[config.mk]
export PLATFORM = sky130hd
export DESIGN_NAME = uart_tx_sched_flat
export DESIGN_NICKNAME = d
export VERILOG_FILES = /design/src/rtl/uart_tx_sched_if.sv /design/src/rtl/uart_tx_sched.sv /design/src/flat_wrapper.sv
export SDC_FILE = /design/constraint.sdc
export NUM_CORES = 1
export LEC_CHECK = 0
export ABC_CLOCK_PERIOD_IN_PS = 4200
export BUFFER_PORTS_ARGS = -buffer_cell sky130_fd_sc_hd__buf_2
export CAP_MARGIN = 20
export CELL_PAD_IN_SITES_DETAIL_PLACEMENT = 1
export CELL_PAD_IN_SITES_GLOBAL_PLACEMENT = 1
export CORE_MARGIN = 4
export CORE_UTILIZATION = 42
export CTS_BUF_LIST = sky130_fd_sc_hd__clkbuf_4 sky130_fd_sc_hd__clkbuf_8 sky130_fd_sc_hd__clkbuf_16
export CTS_CLUSTER_SIZE = 25
export DETAILED_ROUTE_END_ITERATION = 8
export GPL_TIMING_DRIVEN = 0
export PLACE_DENSITY_LB_ADDON = 0.1
export REMOVE_ABC_BUFFERS = 1
export SLEW_MARGIN = 20
export SYNTH_ARGS = -nofsm -noshare
export SYNTH_HDL_FRONTEND = slang
export SYNTH_SLANG_ARGS = --single-unit
[constraint.sdc]
create_clock -name i_clk -period 4.2 [get_ports i_clk]
set_clock_uncertainty 0.2 [all_clocks]
set_input_delay 0.42 -clock i_clk [delete_from_list [all_inputs] [get_ports i_clk]]
set_output_delay 0.42 -clock i_clk [all_outputs]
set_load 0.005 [all_outputs]
[src/rtl/uart_tx_sched_if.sv]
// Handshake bundle between the TX scheduler, its source FIFO and the UART transmitter.
interface uart_tx_sched_if #(
  parameter int SIZE_DATA = 8
);
  logic                 i_en;
  logic                 i_fifo_empty;
  logic                 o_fifo_rd_en;
  logic [SIZE_DATA-1:0] i_fifo_data;
  logic                 o_tx_start;
  logic [SIZE_DATA-1:0] o_tx_data;
  logic                 i_tx_busy;
  logic                 i_tx_done;
  logic                 o_active;
  logic [15:0]          o_byte_cnt;

  modport master (
    input  i_en, i_fifo_empty, i_fifo_data, i_tx_busy, i_tx_done,
    output o_fifo_rd_en, o_tx_start, o_tx_data, o_active, o_byte_cnt
  );

  modport slave (
    output i_en, i_fifo_empty, i_fifo_data, i_tx_busy, i_tx_done,
    input  o_fifo_rd_en, o_tx_start, o_tx_data, o_active, o_byte_cnt
  );
endinterface

[src/rtl/uart_tx_sched.sv]
// Pops one byte at a time from a TX FIFO, hands it to a UART transmitter and
// enforces an idle gap after each completed frame. All outputs are registered.
module uart_tx_sched #(
  parameter int SIZE_DATA  = 8,
  parameter int GAP_CYCLES = 2
) (
  input logic             i_clk,
  input logic             i_rst_n,
  uart_tx_sched_if.master bus
);
  typedef enum logic [2:0] {IDLE, POP, FETCH, START, WAIT, GAP} state_t;

  localparam logic [7:0] GAP_LAST = 8'((GAP_CYCLES == 0) ? 0 : GAP_CYCLES - 1);

  state_t               state;
  logic [7:0]           gap_cnt;
  logic [15:0]          byte_cnt;
  logic [SIZE_DATA-1:0] tx_data;

  assign bus.o_byte_cnt = byte_cnt;
  assign bus.o_tx_data  = tx_data;

  always_ff @(posedge i_clk) begin
    if (!i_rst_n) begin
      state            <= IDLE;
      gap_cnt          <= '0;
      byte_cnt         <= '0;
      tx_data          <= '0;
      bus.o_fifo_rd_en <= 1'b0;
      bus.o_tx_start   <= 1'b0;
      bus.o_active     <= 1'b0;
    end else begin
      bus.o_fifo_rd_en <= 1'b0;
      bus.o_tx_start   <= 1'b0;
      case (state)
        IDLE: begin
          if (bus.i_en && !bus.i_fifo_empty) begin
            state            <= POP;
            bus.o_fifo_rd_en <= 1'b1;
            bus.o_active     <= 1'b1;
          end
        end
        POP: state <= FETCH;
        FETCH: begin
          tx_data        <= bus.i_fifo_data;
          // Start pulse is registered: busy sampled here decides the pulse in the next cycle.
          bus.o_tx_start <= !bus.i_tx_busy;
          state          <= START;
        end
        START: begin
          if (bus.o_tx_start) state <= WAIT;
          else                bus.o_tx_start <= !bus.i_tx_busy;
        end
        WAIT: begin
          if (bus.i_tx_done) begin
            byte_cnt <= byte_cnt + 16'd1;
            gap_cnt  <= '0;
            if (GAP_CYCLES == 0) begin
              state        <= IDLE;
              bus.o_active <= 1'b0;
            end else begin
              state <= GAP;
            end
          end
        end
        GAP: begin
          if (gap_cnt == GAP_LAST) begin
            state        <= IDLE;
            bus.o_active <= 1'b0;
          end else begin
            gap_cnt <= gap_cnt + 8'd1;
          end
        end
        default: begin
          state        <= IDLE;
          bus.o_active <= 1'b0;
        end
      endcase
    end
  end
endmodule

[src/flat_wrapper.sv]
// flat-port wrapper written by rule: the top's interface ports become plain ports
module uart_tx_sched_flat 
#(
  parameter int SIZE_DATA  = 8,
  parameter int GAP_CYCLES = 2
)
  (i_clk, i_rst_n, bus_i_en, bus_i_fifo_empty, bus_i_fifo_data, bus_i_tx_busy, bus_i_tx_done, bus_o_fifo_rd_en, bus_o_tx_start, bus_o_tx_data, bus_o_active, bus_o_byte_cnt);
  uart_tx_sched_if #(.SIZE_DATA(SIZE_DATA)) bus_i ();
  input logic i_clk;
  input logic i_rst_n;
  input wire logic [$bits(bus_i.i_en)-1:0] bus_i_en;
  input wire logic [$bits(bus_i.i_fifo_empty)-1:0] bus_i_fifo_empty;
  input wire logic [$bits(bus_i.i_fifo_data)-1:0] bus_i_fifo_data;
  input wire logic [$bits(bus_i.i_tx_busy)-1:0] bus_i_tx_busy;
  input wire logic [$bits(bus_i.i_tx_done)-1:0] bus_i_tx_done;
  output wire logic [$bits(bus_i.o_fifo_rd_en)-1:0] bus_o_fifo_rd_en;
  output wire logic [$bits(bus_i.o_tx_start)-1:0] bus_o_tx_start;
  output wire logic [$bits(bus_i.o_tx_data)-1:0] bus_o_tx_data;
  output wire logic [$bits(bus_i.o_active)-1:0] bus_o_active;
  output wire logic [$bits(bus_i.o_byte_cnt)-1:0] bus_o_byte_cnt;
  assign bus_i.i_en = bus_i_en;
  assign bus_i.i_fifo_empty = bus_i_fifo_empty;
  assign bus_i.i_fifo_data = bus_i_fifo_data;
  assign bus_i.i_tx_busy = bus_i_tx_busy;
  assign bus_i.i_tx_done = bus_i_tx_done;
  assign bus_o_fifo_rd_en = bus_i.o_fifo_rd_en;
  assign bus_o_tx_start = bus_i.o_tx_start;
  assign bus_o_tx_data = bus_i.o_tx_data;
  assign bus_o_active = bus_i.o_active;
  assign bus_o_byte_cnt = bus_i.o_byte_cnt;
  uart_tx_sched #(.SIZE_DATA(SIZE_DATA), .GAP_CYCLES(GAP_CYCLES)) u_core (.i_clk(i_clk), .i_rst_n(i_rst_n), .bus(bus_i));
endmodule
Yosys cells after proc, flatten, opt, wreduce, memory -nomap -nowiden
Index checks and enable logic that the tools add are counted.
- equality and inequality tests: 11
- shifts and indexed selects: 0
- divide/modulo/power cells: 0
- $lt $le $gt $ge: 0
- reductions and logical operators: 11
- bitwise operators: 1
- add/sub/neg operators: 2
- mux-type cells: 14
- multiply operators: 0
- operator list (operator ; number):
    3-bit one-hot mux with 6 select lines ; 1
    16-bit by 1-bit adder with 16-bit output (second input constant) ; 1
    8-bit 2-to-1 mux ; 2
    8-bit one-hot mux with 2 select lines ; 1
    3-bit 2-to-1 mux ; 4
    8-bit by 1-bit adder with 8-bit output (second input constant) ; 1
    8-bit by 1-bit equality test with 1-bit output (second input constant) ; 1
    3-bit by 2-bit equality test with 1-bit output (second input constant) ; 2
    3-bit equality test (second input constant) ; 2
    2-bit by 1-bit != test with 1-bit output (second input constant) ; 3
    3-bit AND reduction ; 2
    1-bit 2-to-1 mux ; 4
    2-bit != test (second input constant) ; 2
    2-bit AND reduction ; 2
    4-bit AND reduction ; 1
    4-bit OR reduction ; 1
    3-bit by 1-bit equality test with 1-bit output (second input constant) ; 1
    3-bit zero test ; 1
    1-bit one-hot mux with 3 select lines ; 1
    1-bit zero test ; 2
    1-bit one-hot mux with 2 select lines ; 1
    2-bit nonzero test ; 1
    1-bit logical AND ; 1
    1-bit NOT ; 1
- memories kept: 0
- RAM bits: 0
- flip-flop bits (word level): 38
- memory bits (read-only): 0
- bits in latches: 0
- output and inout bits: 27

Longest topological paths before layout
Gate-level depths: netlist of the first run.
- depth in word-level cells: 4
- gate-level depth with buffers: 6

Worst setup path before layout of the first run
Ideal clock, no wire load.
- kind: flip-flop to flip-flop
- start point: reg u_core.state[0]
- end point: reg u_core.byte_cnt[14] (netlist: u_core.bus.o_byte_cnt[14])
- setup slack: 2.461 ns
- clock period less this slack: 1.739 ns
- data required time: 3.930 ns
- arrival: 1.468 ns
- library setup time: 0.070 ns
- path buffers: 1
- cell stages (with the launch flop): 6
- cells stage by stage: dfxtp_1 -> buf_6 -> and4bb_4 -> nand3_4 -> or4_1 -> a21oi_1
- longest elaborated chain between the ends: 2
- ends and longest elaborated chain (item ; RTL line ; source):
    from (decl) ; uart_tx_sched.sv:15 ; state_t state;
    from (signal assigned) ; uart_tx_sched.sv:25 ; state <= IDLE;
    from (signal assigned) ; uart_tx_sched.sv:38 ; state <= POP;
    from (signal assigned) ; uart_tx_sched.sv:43 ; POP: state <= FETCH;
    3-bit equality test ; uart_tx_sched.sv:35 ; case (state)
    2-bit AND reduction (no source line) ; n/a ;
    to (signal assigned) ; uart_tx_sched.sv:56 ; byte_cnt <= byte_cnt + 16'd1;
    to (decl) ; uart_tx_sched.sv:17 ; logic [15:0] byte_cnt;
Every way passes these cells.
A chain may end at the register's enable or synchronous reset.

Final worst setup path of the first run
- start point: reg u_core.state[2]
- end point: reg u_core.byte_cnt[15] (netlist: u_core.bus.o_byte_cnt[15])
The elaborated chain is that of the path after synthesis.

==> results of run 1 <==
where the power goes:
group	switching [uW]	total, uW	internal [uW]
clock	128	293	166
sequential	11.4	381	370
combinational	24.6	45.8	21.3
total	164	720	557
path summary, 6_finish.rpt:
kind | from | endpoint | slack (ps) | depth (start not counted)
worst min-delay path | bus_i_fifo_data[4] | u_core.bus.o_tx_data[4]$_SDFFE_PN0N_ | 160 | 3
worst max-delay path | u_core.state[2]$_SDFFE_PN0P_ | u_core.bus.o_byte_cnt[15]$_SDFFE_PN0P_ | 2030 | 4
worst max register to register | u_core.state[2]$_SDFFE_PN0P_ | u_core.bus.o_byte_cnt[15]$_SDFFE_PN0P_ | 2030 | 4
worst min register to register | u_core.bus.o_tx_data[5]$_SDFFE_PN0N_ | u_core.bus.o_tx_data[5]$_SDFFE_PN0N_ | 260 | 2
flip-flops by register name, indices dropped and copies added, names as in the netlist:
signal,count
u_core.bus.o_byte_cnt,16
u_core.bus.o_tx_start,1
u_core.gap_cnt,8
u_core.bus.o_fifo_rd_en,1
u_core.bus.o_active,1
u_core.bus.o_tx_data,8
u_core.state,3
logic make-up after synthesis:
group,Yosys count,share of synthesized area
AOI/OAI and AO/OA,43,0.153
DFF,38,0.438
and+or+nand+nor,98,0.309
adders and majority gates,3,0.0216
xor gates and xnor gates,7,0.0353
muxes,1,0.00576
buffers and inverters,14,0.0374
worst max-delay path, stage by stage, from the launching register on:
cell,delay (ps)
dfxtp_1,550
nand4bb_1,420
or2_1,440
nor4_1,280
mux2i_1,210
stage by stage:
| stage | total power, uW | instances | hold WS [ps] |
|---|---|---|---|
| 4_1_cts | 730 | 292 | 157 |
| 3_3_place_gp | 433 | 284 | 238 |
| 3_5_place_dp | 436 | 284 | 252 |
| 5_1_grt | 752 | 292 | 159 |
| 6_report | 720 | 292 | 163 |
| 2_1_floorplan | 412 | 194 | 253 |
layout by cell type (no fill, tap or decap), types with 2 or more instances in the layout:
cell	synthesis	final
buf_2	1	40
dfxtp_1	38	38
nand2_1	29	29
a21oi_1	19	19
nor2_1	15	15
nand3_1	8	8
o21ai_0	8	8
clkbuf_8	0	8
or3_1	6	6
nand4_1	6	6
or4_1	5	5
inv_1	4	4
and2_1	4	4
o21a_1	4	4
nor3_1	4	4
nand2b_1	4	4
xnor2_1	4	4
and3_1	3	3
nor4_1	3	3
o211ai_1	3	3
xor2_1	3	3
ha_1	3	3
o211a_1	2	2
and4_1	2	2
final cells by class:
| type | count | area share |
|---|---|---|
| inverter | 4 | 0.00729 |
| clock buffer | 8 | 0.0534 |
| timing repair buffer | 40 | 0.0971 |
| sequential | 38 | 0.369 |
| tap | 50 | 0.0304 |
| multi-input combinational | 152 | 0.443 |
metal layers:
| metal | up-vias | global-route usage | part of all wire | wire, um |
|---|---|---|---|---|
| met3 | 7 | 0.0512 | 0.057 | 251 |
| met1 | 759 | 0.190 | 0.43 | 1900 |
| met4 | 0 | 0.0626 | 0.015 | 66 |
| met2 | 32 | 0.316 | 0.50 | 2200 |
| li1 | 803 | - | - | - |
| met5 | - | 0 | 0 | 0 |
==> impl_metrics.yaml, run 1 <==
status:
  run_status: "finished clean"
clock_tree:
  clock_sinks: 38
  clock_path_buffers: 2
  postCtsHoldBufs: 0
  cts_tree: "built"
  numCtsBuffers: 5
  cts_resized: 0
  clk_pin_slew_worst_paths_ps: 70
  cts_htree_levels: 2
  clk_latency_ps: 290
  ctsRootBufferMaster: "clkbuf_8"
  postCtsSetupBuffers: 0
finish:
  fin_util: 0.515
  final-seq-area_um2: 761
  fillers: 505
  final_area_um2: 2060
  n_antenna_cell: 0
  syn2layout_area_growth_pct: 18.6
  multi_input_area_um2: 912
  layout.nets: 258
  drive_gt1_frac: 0.211
grt:
  grt_max_degree: 31
  grt.overflow.total: 0
  grt_pass1_wl_um: 7220
  grt_use_total: 0.174
  grt_pass1_vias: 1619
  antenna_found_initial: 0
detailed_routing:
  vias_per_cell: 5.48
  drc: 0
  firstDrtPassIters: 4
  routedWlPerCell_um: 15.1
  routed_wl_um: 4420
  antenna_left: 0
  drt-initial-drc-count: 51
  num_vias: 1601
worst_setup_path:
  crit_path_start_kind: "flop"
  critPathArrivalTime_ps: 2200
  cp-end-kind: "flop"
  crit_required_ps: 4230
  critPathKind: "flop to flop"
  cp_max_fo: 11
yosys:
  synth.most_common_cell: "dfxtp_1"
  synth_area_leaders: "dfxtp_1 44%, nand2_1 6.3%, a21oi_1 5.5%"
  synthTopCellsByCount: "38 x dfxtp_1, 29 x nand2_1, 19 x a21oi_1"
  ys_seq_elements: 38
  synth-edff-count: 0
  syn_area_per_cell_um2: 8.52
  seq_area_frac_synth: 0.438
  synth_area_um2: 1740
  yosys.cell_types.count: 43
  synth_top_area_frac: 0.438
  synthArstFlopShare: 0
  syn_inst: 204
  yosys_warnings: 0
  yosys.area.top_type: "dfxtp_1"
  ys.flop_type: "dfxtp_1"
worst_hold_path:
  hold_path.class: "primary input to flop"
sta:
  hold_viol: 0
  tns_ps: 0
  relSlewSlack: 0.357
  finalWorstSetupSlack_ps: 2030
  worst_pin_slew_ps: 964
  timing.final.crit_share: 0.517
  rsz0062_at_grt: "no"
  timing.fmax_mhz: 460
  period_needed_ps: 2170
  slew_viol_final: 0
  setup_viol: 0
placement:
  place.gp.congestion: 0.858
  pre_cts_slack_ps: 2040
  hpwlAfterDp_um: 3240
  port_buffers: 40
  place_area_um2: 1950
flow_run:
  max_cap_viol_count: 0
die:
  die_area_um2: 5230
  core_area_um2: 4000
  num_io_pins: 41
  chipWidth_um: 72.3
  die_h_um: 72.3
  start_util: 0.434
  core.rowCount: 23
power_and_ir_drop:
  vdd_drop_max_v: 0.000128
  p_leak_uw: 0.000836
  power.density_nw_per_um2: 350
Note: power is estimated with default switching activity, not from simulation.
==> inputs of run 2 (changes only) <==
--- a/config.mk
+++ b/config.mk
@@ -5,13 +5,14 @@
 export SDC_FILE = /design/constraint.sdc
 export NUM_CORES = 1
 export LEC_CHECK = 0
-export ABC_CLOCK_PERIOD_IN_PS = 4200
+export ABC_AREA = 1
+export ABC_CLOCK_PERIOD_IN_PS = 1900
 export BUFFER_PORTS_ARGS = -buffer_cell sky130_fd_sc_hd__buf_2
 export CAP_MARGIN = 20
 export CELL_PAD_IN_SITES_DETAIL_PLACEMENT = 1
 export CELL_PAD_IN_SITES_GLOBAL_PLACEMENT = 1
 export CORE_MARGIN = 4
-export CORE_UTILIZATION = 42
+export CORE_UTILIZATION = 33
 export CTS_BUF_LIST = sky130_fd_sc_hd__clkbuf_4 sky130_fd_sc_hd__clkbuf_8 sky130_fd_sc_hd__clkbuf_16
 export CTS_CLUSTER_SIZE = 25
 export DETAILED_ROUTE_END_ITERATION = 8
==> constraint.sdc (replaced) <==
create_clock -name i_clk -period 1.9 [get_ports i_clk]
set_clock_uncertainty 0.2 [all_clocks]
set_input_delay 0.19 -clock i_clk [delete_from_list [all_inputs] [get_ports i_clk]]
set_output_delay 0.19 -clock i_clk [all_outputs]
set_load 0.005 [all_outputs]
==> run 2 against run 1 <==
- clock-buffer cell count down 2
- sequential power rose to 2.7 times the previous value
- power increased to 3.1 times the previous value
- critical path type unchanged
- first-iteration DRC count decreased by 29%
- final cell count grew 36%
- worst hold slack got worse by 150 ps
- die area increased by 30%
- combinational power rose to 14 times the previous value
==> impl_metrics.yaml, run 2 <==
yosys:
  synthArstFlopShare: 0
  syn_inst: 274
  synth_area_leaders: "dfxtp_1 42%, nand2_1 12%, nor2_1 10%"
  seq_area_frac_synth: 0.416
  synth-edff-count: 0
  synthTopCellsByCount: "60 x nand2_1, 51 x nor2_1, 38 x dfxtp_1"
  synth_top_area_frac: 0.416
  ys_seq_elements: 38
  ys.flop_type: "dfxtp_1"
  yosys.cell_types.count: 24
  yosys.area.top_type: "dfxtp_1"
  synth_area_um2: 1830
  synth.most_common_cell: "nand2_1"
  syn_area_per_cell_um2: 6.68
  yosys_warnings: 0
clock_tree:
  clock_sinks: 38
  cts_htree_levels: 2
  clk_latency_ps: 280
  ctsRootBufferMaster: "clkbuf_8"
  clock_path_buffers: 2
  cts_tree: "built"
  clk_pin_slew_worst_paths_ps: 80
  numCtsBuffers: 5
worst_setup_path:
  critical_path.max_stage_delay_ps: 490
  critPathKind: "flop to flop"
  cp_max_fo: 9
  cp-end-kind: "flop"
  critPathArrivalTime_ps: 1700
  r2r_end: "u_core.gap_cnt[1]$_SDFFE_PN0P_"
  crit_required_ps: 1880
  worstPathCellList: "inv_1 -> nor3_4 -> nand2_4 -> nand2_4 -> o21a_1 -> nor2_1"
  worst-r2r-cell-count: 6
  slowest_stage: "dfxtp_1"
  crit_path_start_kind: "flop"
  rrSetupSlack_ps: 180
  cp_common_cell: "nand2_4"
  r2r_start: "u_core.state[0]$_SDFFE_PN0P_"
finish:
  syn2layout_area_growth_pct: 27.2
  finalNonFillerCells: 398
  n_antenna_cell: 0
  final_common_cell: "nand2_1"
  layout_common_cells: "59 x nand2_1, 51 x nor2_1, 40 x buf_2, 38 x dfxtp_1, 37 x inv_1"
  drive_gt1_frac: 0.174
  largest_reg_flops: 16
  layout.nets: 344
sta:
  slew_viol_final: 0
  holdWs_ps: 16.0
  setup_viol: 0
  timing.final.crit_share: 0.905
  timing.fmax_mhz: 582
  finalWorstSetupSlack_ps: 181
  hold_viol: 0
  period_needed_ps: 1720
  rsz0062_at_grt: "yes"
  relSlewSlack: 0.676
  worst_pin_slew_ps: 486
detailed_routing:
  vias_per_cell: 4.62
  firstDrtPassIters: 4
  num_vias: 1838
  routedWlPerCell_um: 11.6
  drt-initial-drc-count: 36
  drc: 0
  antenna_left: 0
  routed_wl_um: 4630
die:
  core_area_um2: 5240
  num_io_pins: 41
  chipWidth_um: 82.5
  core.rowCount: 26
  die_h_um: 82.5
  start_util: 0.349
  die_area_um2: 6800
power_and_ir_drop:
  switching_share: 0.351
  vdd_drop_max_v: 0.000575
  intPower_uw: 1460
  power_frac_clock: 0.258
  p_leak_uw: 0.00105
  seq_power_share: 0.453
  power_uw: 2250
  power.density_nw_per_um2: 967
  p_comb_frac: 0.288
  switchingPower_uw: 789
grt:
  grt_max_degree: 29
  grt_pass1_vias: 1821
  antenna_found_initial: 0
  grt_use_total: 0.157
  grt.overflow.total: 0
  grt_pass1_wl_um: 8340
worst_hold_path:
  hold-path-endpoint: "u_core.bus.o_active$_SDFFE_PN0P_"
  worstHoldStart: "bus_i_fifo_empty"
  whs_path_depth: 4
  hold_path.class: "primary input to flop"
placement:
  dp_cells: 378
  hpwlAfterDp_um: 3430
  pre_cts_slack_ps: -15.7
  port_buffers: 40
  place.gp.congestion: 0.746
status:
  run_status: "finished clean"
flow_run:
  max_cap_viol_count: 0
==> run 2: cell types whose count changed after synthesis, sizes merged, moves of 5 or more <==
cell	before	now
a21oi	19	14
inv	4	38
nand2	29	62
nand3	9	18
nor2	15	53
nor3	4	9
o21ai	8	20
or3	6	0
or4	5	0
==> run 2: timing repair <==
item / in CTS / in global routing
hold endpoints to repair: 10 / 0
gates resized for setup: 1 / 3
pin swaps: 0 / 1
hold buffers: 11 / 0
setup endpoints to repair: 1 / 15
setup buffers: 0 / 1
==> run 2: critical path: cells and delay by family (launching register included) <==
kind	cells	cell delay [ps]
DFF	1	490
AOI/OAI and AO/OA	1	130
buffers and inverters	1	140
and+or+nand+nor	4	650
==> run 2: power by group through the flow <==
stage                     combinational, uW  sequential (uW)  clock (uW)
after floorplan                         422             1020           0
final                                   649             1020         581
after global placement                  610             1030           0
after global routing                    766             1040         655
after CTS                               649             1010         611
after detailed placement                622             1030           0
==> run 2: cells by family after synthesis <==
group           share of synthesized area
xor+xnor                          0.00479
simple gates                        0.351
flops                               0.416
compound gates                      0.117
buf+inv                            0.0910
fa+ha+maj                          0.0205
==> run 2: how the worst max path moves through the flow <==
stage	startpoint	to	slack, ps	depth (start not counted)
3_5_place_dp	u_core.state[0]$_SDFFE_PN0P_	u_core.bus.o_byte_cnt[13]$_SDFFE_PN0P_	-20	8
2_1_floorplan	u_core.state[1]$_SDFFE_PN0P_	u_core.bus.o_byte_cnt[13]$_SDFFE_PN0P_	330	7
3_3_place_gp	u_core.state[0]$_SDFFE_PN0P_	u_core.bus.o_byte_cnt[13]$_SDFFE_PN0P_	-40	7
5_1_grt	u_core.state[1]$_SDFFE_PN0P_	u_core.bus.o_byte_cnt[13]$_SDFFE_PN0P_	-30	7
4_1_cts	u_core.state[0]$_SDFFE_PN0P_	u_core.bus.o_byte_cnt[13]$_SDFFE_PN0P_	50	7
6_report	u_core.state[0]$_SDFFE_PN0P_	u_core.gap_cnt[1]$_SDFFE_PN0P_	180	6
==> run 2: area by class of cell <==
| cell class | count | area, um2 |
|---|---|---|
| Inverter | 38 | 143 |
| Tap cell | 70 | 87.6 |
| Clock inverter | 2 | 12.5 |
| Fill cell | 708 | 2910 |
| Timing Repair Buffer | 52 | 318 |
| Sequential cell | 38 | 761 |
| Clock buffer | 6 | 82.6 |
| Multi-Input combinational cell | 192 | 922 |
==> run 2: layer usage <==
metal  wire length [um]  vias up  global-route usage
li1                   -      971                   -
met1               2240      829               0.204
met2               2140       36               0.260
met3                226        2              0.0445
met4                 25        0              0.0299
met5                  0        -                   0
==> run 2: metrics by stage <==
| step | TNS (ps) | area (um2) | utilization |
|---|---|---|---|
| after global routing | -26.1 | 2330 | 0.444 |
| after global placement | -35.4 | 2090 | 0.400 |
| after detailed placement | -15.7 | 2090 | 0.400 |
| after CTS | 0 | 2310 | 0.440 |
| final | 0 | 2330 | 0.444 |
| after floorplan | 0 | 1810 | - |
